File: src/rtl/bp_be_issue_sequencer.sv
`default_nettype none
// bp_be_issue_sequencer: issue-queue control sequencer (en/clr/roll/read/cmt) with an in-flight bound.
// Optional statistics counters are built when BP_BE_ISSUE_SEQUENCER_STATS_EN is defined.
module bp_be_issue_sequencer #(
  parameter int fetch_cinstr_p = 2,
  parameter int inflight_max_p = 8,
  localparam int ptr_w = $clog2(fetch_cinstr_p+1),
  localparam int ifl_w = $clog2(inflight_max_p+1)
) (
  input  logic             clk_i,
  input  logic             reset_n_i,
  input  logic             issue_v_i,
  input  logic [ptr_w-1:0] issue_size_i,
  input  logic [ptr_w-1:0] issue_count_i,
  input  logic             dispatch_ready_i,
  output logic             dispatch_v_o,
  input  logic             commit_v_i,
  input  logic [ptr_w-1:0] commit_size_i,
  input  logic [ptr_w-1:0] commit_count_i,
  input  logic             roll_i,
  input  logic             flush_i,
  input  logic             halt_i,
  output logic             en_o,
  output logic             clr_o,
  output logic             roll_o,
  output logic             read_o,
  output logic             cmt_o,
  output logic [ptr_w-1:0] read_size_o,
  output logic [ptr_w-1:0] read_cnt_o,
  output logic [ptr_w-1:0] cmt_size_o,
  output logic [ptr_w-1:0] cmt_cnt_o,
  output logic [ifl_w-1:0] inflight_o,
  output logic [2:0]       state_o,
  output logic [31:0]      stall_cnt_o,
  output logic [31:0]      roll_cnt_o
);

  typedef enum logic [2:0] {
    e_init  = 3'd0,
    e_run   = 3'd1,
    e_roll  = 3'd2,
    e_clear = 3'd3,
    e_halt  = 3'd4
  } state_e;

  localparam logic [ifl_w-1:0] c_ifl_max = ifl_w'(inflight_max_p);
  localparam logic [ifl_w-1:0] c_ifl_one = ifl_w'(1);

  state_e           state_q, state_d;
  logic [ifl_w-1:0] inflight_q, inflight_d;

  always_ff @(posedge clk_i or negedge reset_n_i) begin
    if (!reset_n_i) begin
      state_q    <= e_init;
      inflight_q <= '0;
    end else begin
      state_q    <= state_d;
      inflight_q <= inflight_d;
    end
  end

  // Flush outranks everything, so a held flush keeps the queue in e_clear.
  always_comb begin
    state_d = state_q;
    case (state_q)
      e_init:  state_d = e_clear;
      e_clear: begin
        if (flush_i)     state_d = e_clear;
        else if (halt_i) state_d = e_halt;
        else             state_d = e_run;
      end
      e_run, e_halt: begin
        if (flush_i)     state_d = e_clear;
        else if (roll_i) state_d = e_roll;
        else if (halt_i) state_d = e_halt;
        else             state_d = e_run;
      end
      e_roll: begin
        if (flush_i) state_d = e_clear;
        else         state_d = e_run;
      end
      default: state_d = e_init;
    endcase
  end

  assign en_o   = (state_q == e_run);
  assign clr_o  = (state_q == e_clear);
  assign roll_o = (state_q == e_roll);

  assign dispatch_v_o = (state_q == e_run) & issue_v_i & (inflight_q < c_ifl_max)
                        & ~roll_i & ~flush_i;
  assign read_o       = dispatch_v_o & dispatch_ready_i;
  assign read_size_o  = issue_size_i;
  assign read_cnt_o   = issue_count_i;

  // Commits stay live during a roll; the queue folds the dequeue into the replay.
  assign cmt_o      = commit_v_i & (state_q != e_init) & (state_q != e_clear);
  assign cmt_size_o = commit_size_i;
  assign cmt_cnt_o  = commit_count_i;

  always_comb begin
    inflight_d = inflight_q;
    if ((state_q == e_roll) || (state_q == e_clear)) begin
      inflight_d = '0;
    end else if (read_o && !cmt_o) begin
      inflight_d = inflight_q + c_ifl_one;
    end else if (cmt_o && !read_o && (inflight_q != '0)) begin
      inflight_d = inflight_q - c_ifl_one;
    end
  end

  assign inflight_o = inflight_q;
  assign state_o    = state_q;

  a_no_underflow: assert property (@(posedge clk_i) disable iff (!reset_n_i)
    !(cmt_o && (inflight_q == '0)));

`ifdef BP_BE_ISSUE_SEQUENCER_STATS_EN
  logic [31:0] stall_cnt_q, roll_cnt_q;
  logic        stall_ev, roll_ev;

  assign stall_ev = (state_q == e_run) & issue_v_i & ~dispatch_v_o;
  assign roll_ev  = (state_d == e_roll) & (state_q != e_roll);

  always_ff @(posedge clk_i or negedge reset_n_i) begin
    if (!reset_n_i) begin
      stall_cnt_q <= '0;
      roll_cnt_q  <= '0;
    end else begin
      if (stall_ev && (stall_cnt_q != '1)) stall_cnt_q <= stall_cnt_q + 32'd1;
      if (roll_ev && (roll_cnt_q != '1))   roll_cnt_q  <= roll_cnt_q + 32'd1;
    end
  end

  assign stall_cnt_o = stall_cnt_q;
  assign roll_cnt_o  = roll_cnt_q;
`else
  assign stall_cnt_o = '0;
  assign roll_cnt_o  = '0;
`endif

endmodule
`default_nettype wire

File: config.mk
export PLATFORM = sky130hd
export DESIGN_NAME = bp_be_issue_sequencer
export DESIGN_NICKNAME = d
export VERILOG_FILES = /design/src/rtl/bp_be_issue_sequencer.sv
export SDC_FILE = /design/constraint.sdc
export NUM_CORES = 1
export LEC_CHECK = 0
export ABC_CLOCK_PERIOD_IN_PS = 2900
export BUFFER_PORTS_ARGS = -buffer_cell sky130_fd_sc_hd__buf_2
export CORE_MARGIN = 8
export CORE_UTILIZATION = 38
export DETAILED_ROUTE_END_ITERATION = 10
export PLACE_DENSITY = 0.84
export SYNTH_ARGS = -nofsm -noshare
export SYNTH_HDL_FRONTEND = slang
export SYNTH_SLANG_ARGS = --single-unit
File: constraint.sdc
create_clock -name clk_i -period 2.9 [get_ports clk_i]
set_clock_uncertainty 0.2 [all_clocks]
set_input_delay 0.29 -clock clk_i [delete_from_list [all_inputs] [get_ports clk_i]]
set_output_delay 0.29 -clock clk_i [all_outputs]
set_load 0.01 [all_outputs]
# After elaboration in Yosys (flattened, before gate mapping)
# Cells that the tools add are included.
# word_totals
reg_bits,7
inputBits,16
output_inout_bits,85
# op_classes
addsub,2
order_cmp,1
eq_ne,5
muxes,9
bitwise_logic,9
reduce_logical,11
# ops
op,count
$mux W3,4
$mux W4,3
$pmux W3 S4,1
$and A1 B1 Y1,7
$eq A3 B2 Y1 const B,2
$reduce_bool A3 Y1,2
$add A4 B1 Y4 const B,1
$lt A4 B4 Y1 const B,1
$reduce_bool A4 Y1,1
$sub A4 B1 Y4 const B,1
$eq A3 B1 Y1 const B,1
$eq A3 B3 Y1 const B,1
$logic_and A1 B1 Y1,3
$logic_not A3 Y1,1
$ne A3 B2 Y1 const B,1
$logic_not A1 Y1,2
$mux W2,1
$not A1 Y1,2
$reduce_or A2 Y1,1
$logic_or A1 B1 Y1,1

# Depth between registers and ports, before layout
# depth
depth_word,12
mapped_depth,8
ltp_nobuf,7

# Least setup slack after synthesis
# No wires, ideal clock.
# synth_path
path_kind,register to register
start,"register state_q[1], in the netlist state_o[1]"
end,"register inflight_q[3], in the netlist inflight_o[3]"
t_arrival_ns,1.887
required_ns,2.573
slack_ns,0.687
path_stages_with_launch,9
path_buffers,1
synth_period_minus_slack_ns,2.213
path_cell_list,dfrtp_1 -> buf_4 -> and4bb_2 -> nand3_1 -> ha_1 -> a21o_2 -> a211oi_1 -> a31o_2 -> a31oi_1
# synth_between
elab_chain_len,10
# synth_lines
item,line,rtl
"start, declared",49,"state_e state_q, state_d;"
"start signal, assigned",54,state_q <= e_init;
"start signal, assigned",57,state_q <= state_d;
$eq A3 B1 Y1,90,assign dispatch_v_o = (state_q == e_run) & issue_v_i & (inflight_q < c_ifl_max)
$and A1 B1 Y1 (2 in series),90,
$and A1 B1 Y1 (2 in series),91,& ~roll_i & ~flush_i;
$and A1 B1 Y1,92,assign read_o = dispatch_v_o & dispatch_ready_i;
$logic_not A1 Y1,107,end else if (cmt_o && !read_o && (inflight_q != '0)) begin
$logic_and A1 B1 Y1 (2 in series),107,
$reduce_bool A3 Y1 (no source line),--,
"end signal, assigned",58,inflight_q <= inflight_d;
"end, declared",50,"logic [ifl_w-1:0] inflight_q, inflight_d;"
# Several ways; a longest one is shown, not always the timed one.
# A chain may end at the register's enable or synchronous reset.

# Worst setup path after layout
# layout_path
start,"register state_q[0], in the netlist state_o[0]"
end,"register inflight_q[3], in the netlist inflight_o[3]"
# Same word-level chain as after synthesis.

==> results.md <==
- Remaining Overflow, GRT: 0
- Starting DRT DRC Count: 33
- Hold EP: state_o[2]$_DFF_PN0_
- Post-DR wirelength/cell: 11.8 um
- Synth unique cells: 35
- WP data required: 2830 ps
- Most frequent cells after synthesis: buf_4, inv_1, dfrtp_1, nor2_1
- Area contributors post-synth: buf_4, dfrtp_1, inv_1, ha_1, nor2b_1
- Total GRT Usage: 0.0875
- Crit path DAT: 2260 ps
- Share of the synthesized area in the top cell type: 0.493
- CTS buffer count: 3
- Final net count: 173
- Initial antenna violation count: 0
- First-pass DRT Iterations: 4
- Diode count: 0
- Ys Warns: 0
- Synth async-reset ratio: 1.00
- CTS Hold Buffers Added: 1
- Post_cts resized: 0
- Sequential area share after synthesis: 0.153
- Hold WS: 59.2 ps
- Avg Inst Size Synth: 8.10 sq um
- Hold Startpoint: flush_i
- Number of max-cap violations: 0
- Die Wd: 70.8 um
- Share of cells above drive strength 1: 0.203
- CTS tree: done
- Worst Setup End Kind: flip-flop
- Outcome: complete, no violations
- Fillers: roughly 330
- Worst reg2reg endpoint: inflight_o[3]$_DFFE_PN0P_
- CTS max path bufs: 2
- Global-route wire length before repair: roughly 3600 um
- Register bit total from synthesis: 7
- HP Class: in2reg
- Vias/cell: 3.92
- R2R Setup Slk: ~570 ps
- Clock-pin slew on the worst setup and hold paths: ~60 ps
- Area delta synth->final: -13.3%
- Root buf cell: clkbuf_4
- GRT Max-Usage Layer: met2
- Rows: 20
- TritonCTS sink count: 7
- Cell with the most instances after synthesis: buf_4
- M1 GR Usage: 0.0914
- Die H: 70.8 um
- R2R depth: 7
- Final Cycle Share: 0.804
- Final HPWL DP: 1940 um
- CP Max Fanout: 10
- Kind of critical path: reg2reg
- Largest net degree at the start of global routing: 13
- H-tree levels: 1
- Top cell type by total area after synthesis: buf_4
- Startpoint Class: flip-flop
- Setup bufs post-CTS: 0
- Ys flop type: dfrtp_1
- Input/output buffers: 20
- Final Hold Violating Endpoints: 0
- Met2 Track Usage GR: 0.145
- RSZ-0062 raised after global routing: no
- Die area: roughly 0.0050 sq mm
- Met3 global-route usage: 0.0311
- Final setup TNS: 0 ps
- Peak supply drop: 0.000214 V
- Vias in the first global route: 828
- Area taken by multi-input logic gates: 607 sq um
- Peak Freq: 0.429 GHz
- Final Slew Violations: 0
- Cells on Worst Hold Path: 2
- DR vias: 730
- Starting Density: 0.387
- RD Place Congestion: 0.897
- FF+latch area: around 180 sq um
- Tightest Pin Transition: 519 ps
- Gate Count Post-Synth: around 140
- Core Area: roughly 0.0030 sq mm
- Routed wire length: 2200 um
- Final setup fails: 0
- Leakage: ~0.58 nW
- Routed Antenna Nets: 0
- Top-Level Pins: 101
- Clk_lat worst skew: 250 ps
- Worst r2r src: state_o[0]$_DFF_PN0_
- DRC: 0
- Min Tclk post-route: 2330 ps
- Worst slew margin: 0.653
- PwrDens: approximately 700 mW/mm^2
- Synth Cell Area: 0.00114 sq mm
- EDFF count, synth: 0
-- placed cells by master (no fill, tap or decap), types with 2 or more instances in the layout --
master and instances:
a21oi_1 2, a31oi_1 2, buf_2 20, clkbuf_4 3, conb_1 64, dfrtp_1 7
ha_1 2, inv_1 8, nand2_1 2, nand2b_1 3, nand3_1 3, nor2_1 6
nor2b_1 4, o21ai_0 4
-- area by class of cell --
class / count / share of cell area
inverters: 8 / 0.0303
repair buffers: 21 / 0.111
clock buffers: 3 / 0.0227
well taps: 33 / 0.0417
multi-input cells: 113 / 0.612
flip-flops and latches: 7 / 0.177
clock inverters: 1 / 0.00505
-- flip-flops by register name, summed over array words and instances (netlist names) --
name,count
inflight_o,4
state_o,3
-- power breakdown --
group,total (mW),switching (mW),internal (mW),leakage (nW)
logic,0.416,0.227,0.189,0.473
registers,0.183,0.0507,0.132,0.0902
clock network,0.0904,0.0398,0.0506,0.0177
total,0.689,0.317,0.372,0.581
-- worst max-delay path, stage by stage (launching register included) --
cell and delay [ps]:
dfrtp_1 500, nor4b_2 320, nand3_1 200, ha_1 310, a21o_2 220, a211oi_1 240, a31o_2 180, a31oi_1 40
-- per-layer routing --
metal	up-vias	routed length, um
met4	0	31
met5	-	0
met2	53	1050
met3	4	258
met1	330	869
li1	343	-
-- how the worst max path moves through the flow --
stage                                      endpoint  cells after the start                  from  slack [ps]
after floorplan           inflight_o[3]$_DFFE_PN0P_                      8  state_o[1]$_DFF_PN0_         690
after global placement    inflight_o[3]$_DFFE_PN0P_                      7  state_o[0]$_DFF_PN0_         650
after detailed placement  inflight_o[3]$_DFFE_PN0P_                      7  state_o[0]$_DFF_PN0_         580
after CTS                 inflight_o[3]$_DFFE_PN0P_                      7  state_o[0]$_DFF_PN0_         560
after global routing      inflight_o[3]$_DFFE_PN0P_                      7  state_o[0]$_DFF_PN0_         440
final                     inflight_o[3]$_DFFE_PN0P_                      7  state_o[0]$_DFF_PN0_         570
-- kinds of logic (layout without fill, tap and decap cells) --
group | Yosys count | after routing | share of synthesized area
other cells | 1 | 64 | 0.00328
flops | 7 | 7 | 0.153
mux | 2 | 2 | 0.0230
fa+ha+maj | 3 | 3 | 0.0394
xor+xnor | 2 | 2 | 0.0153
simple gates | 25 | 25 | 0.134
compound gates | 17 | 17 | 0.110
buf+inv | 84 | 33 | 0.522
-- through the flow --
step / cells / setup slack [ps] / power [mW] / area (sq um) / utilization
after floorplan: 204 / 687 / 0.571 / 1380 / -
after global placement: 181 / 653 / 0.585 / 953 / 0.323
after detailed placement: 181 / 577 / 0.600 / 953 / 0.323
after CTS: 186 / 556 / 0.697 / 991 / 0.336
after global routing: 186 / 437 / 0.761 / 991 / 0.336
final: 186 / 567 / 0.689 / 991 / 0.336
Note: power is estimated with default switching activity, not from simulation.
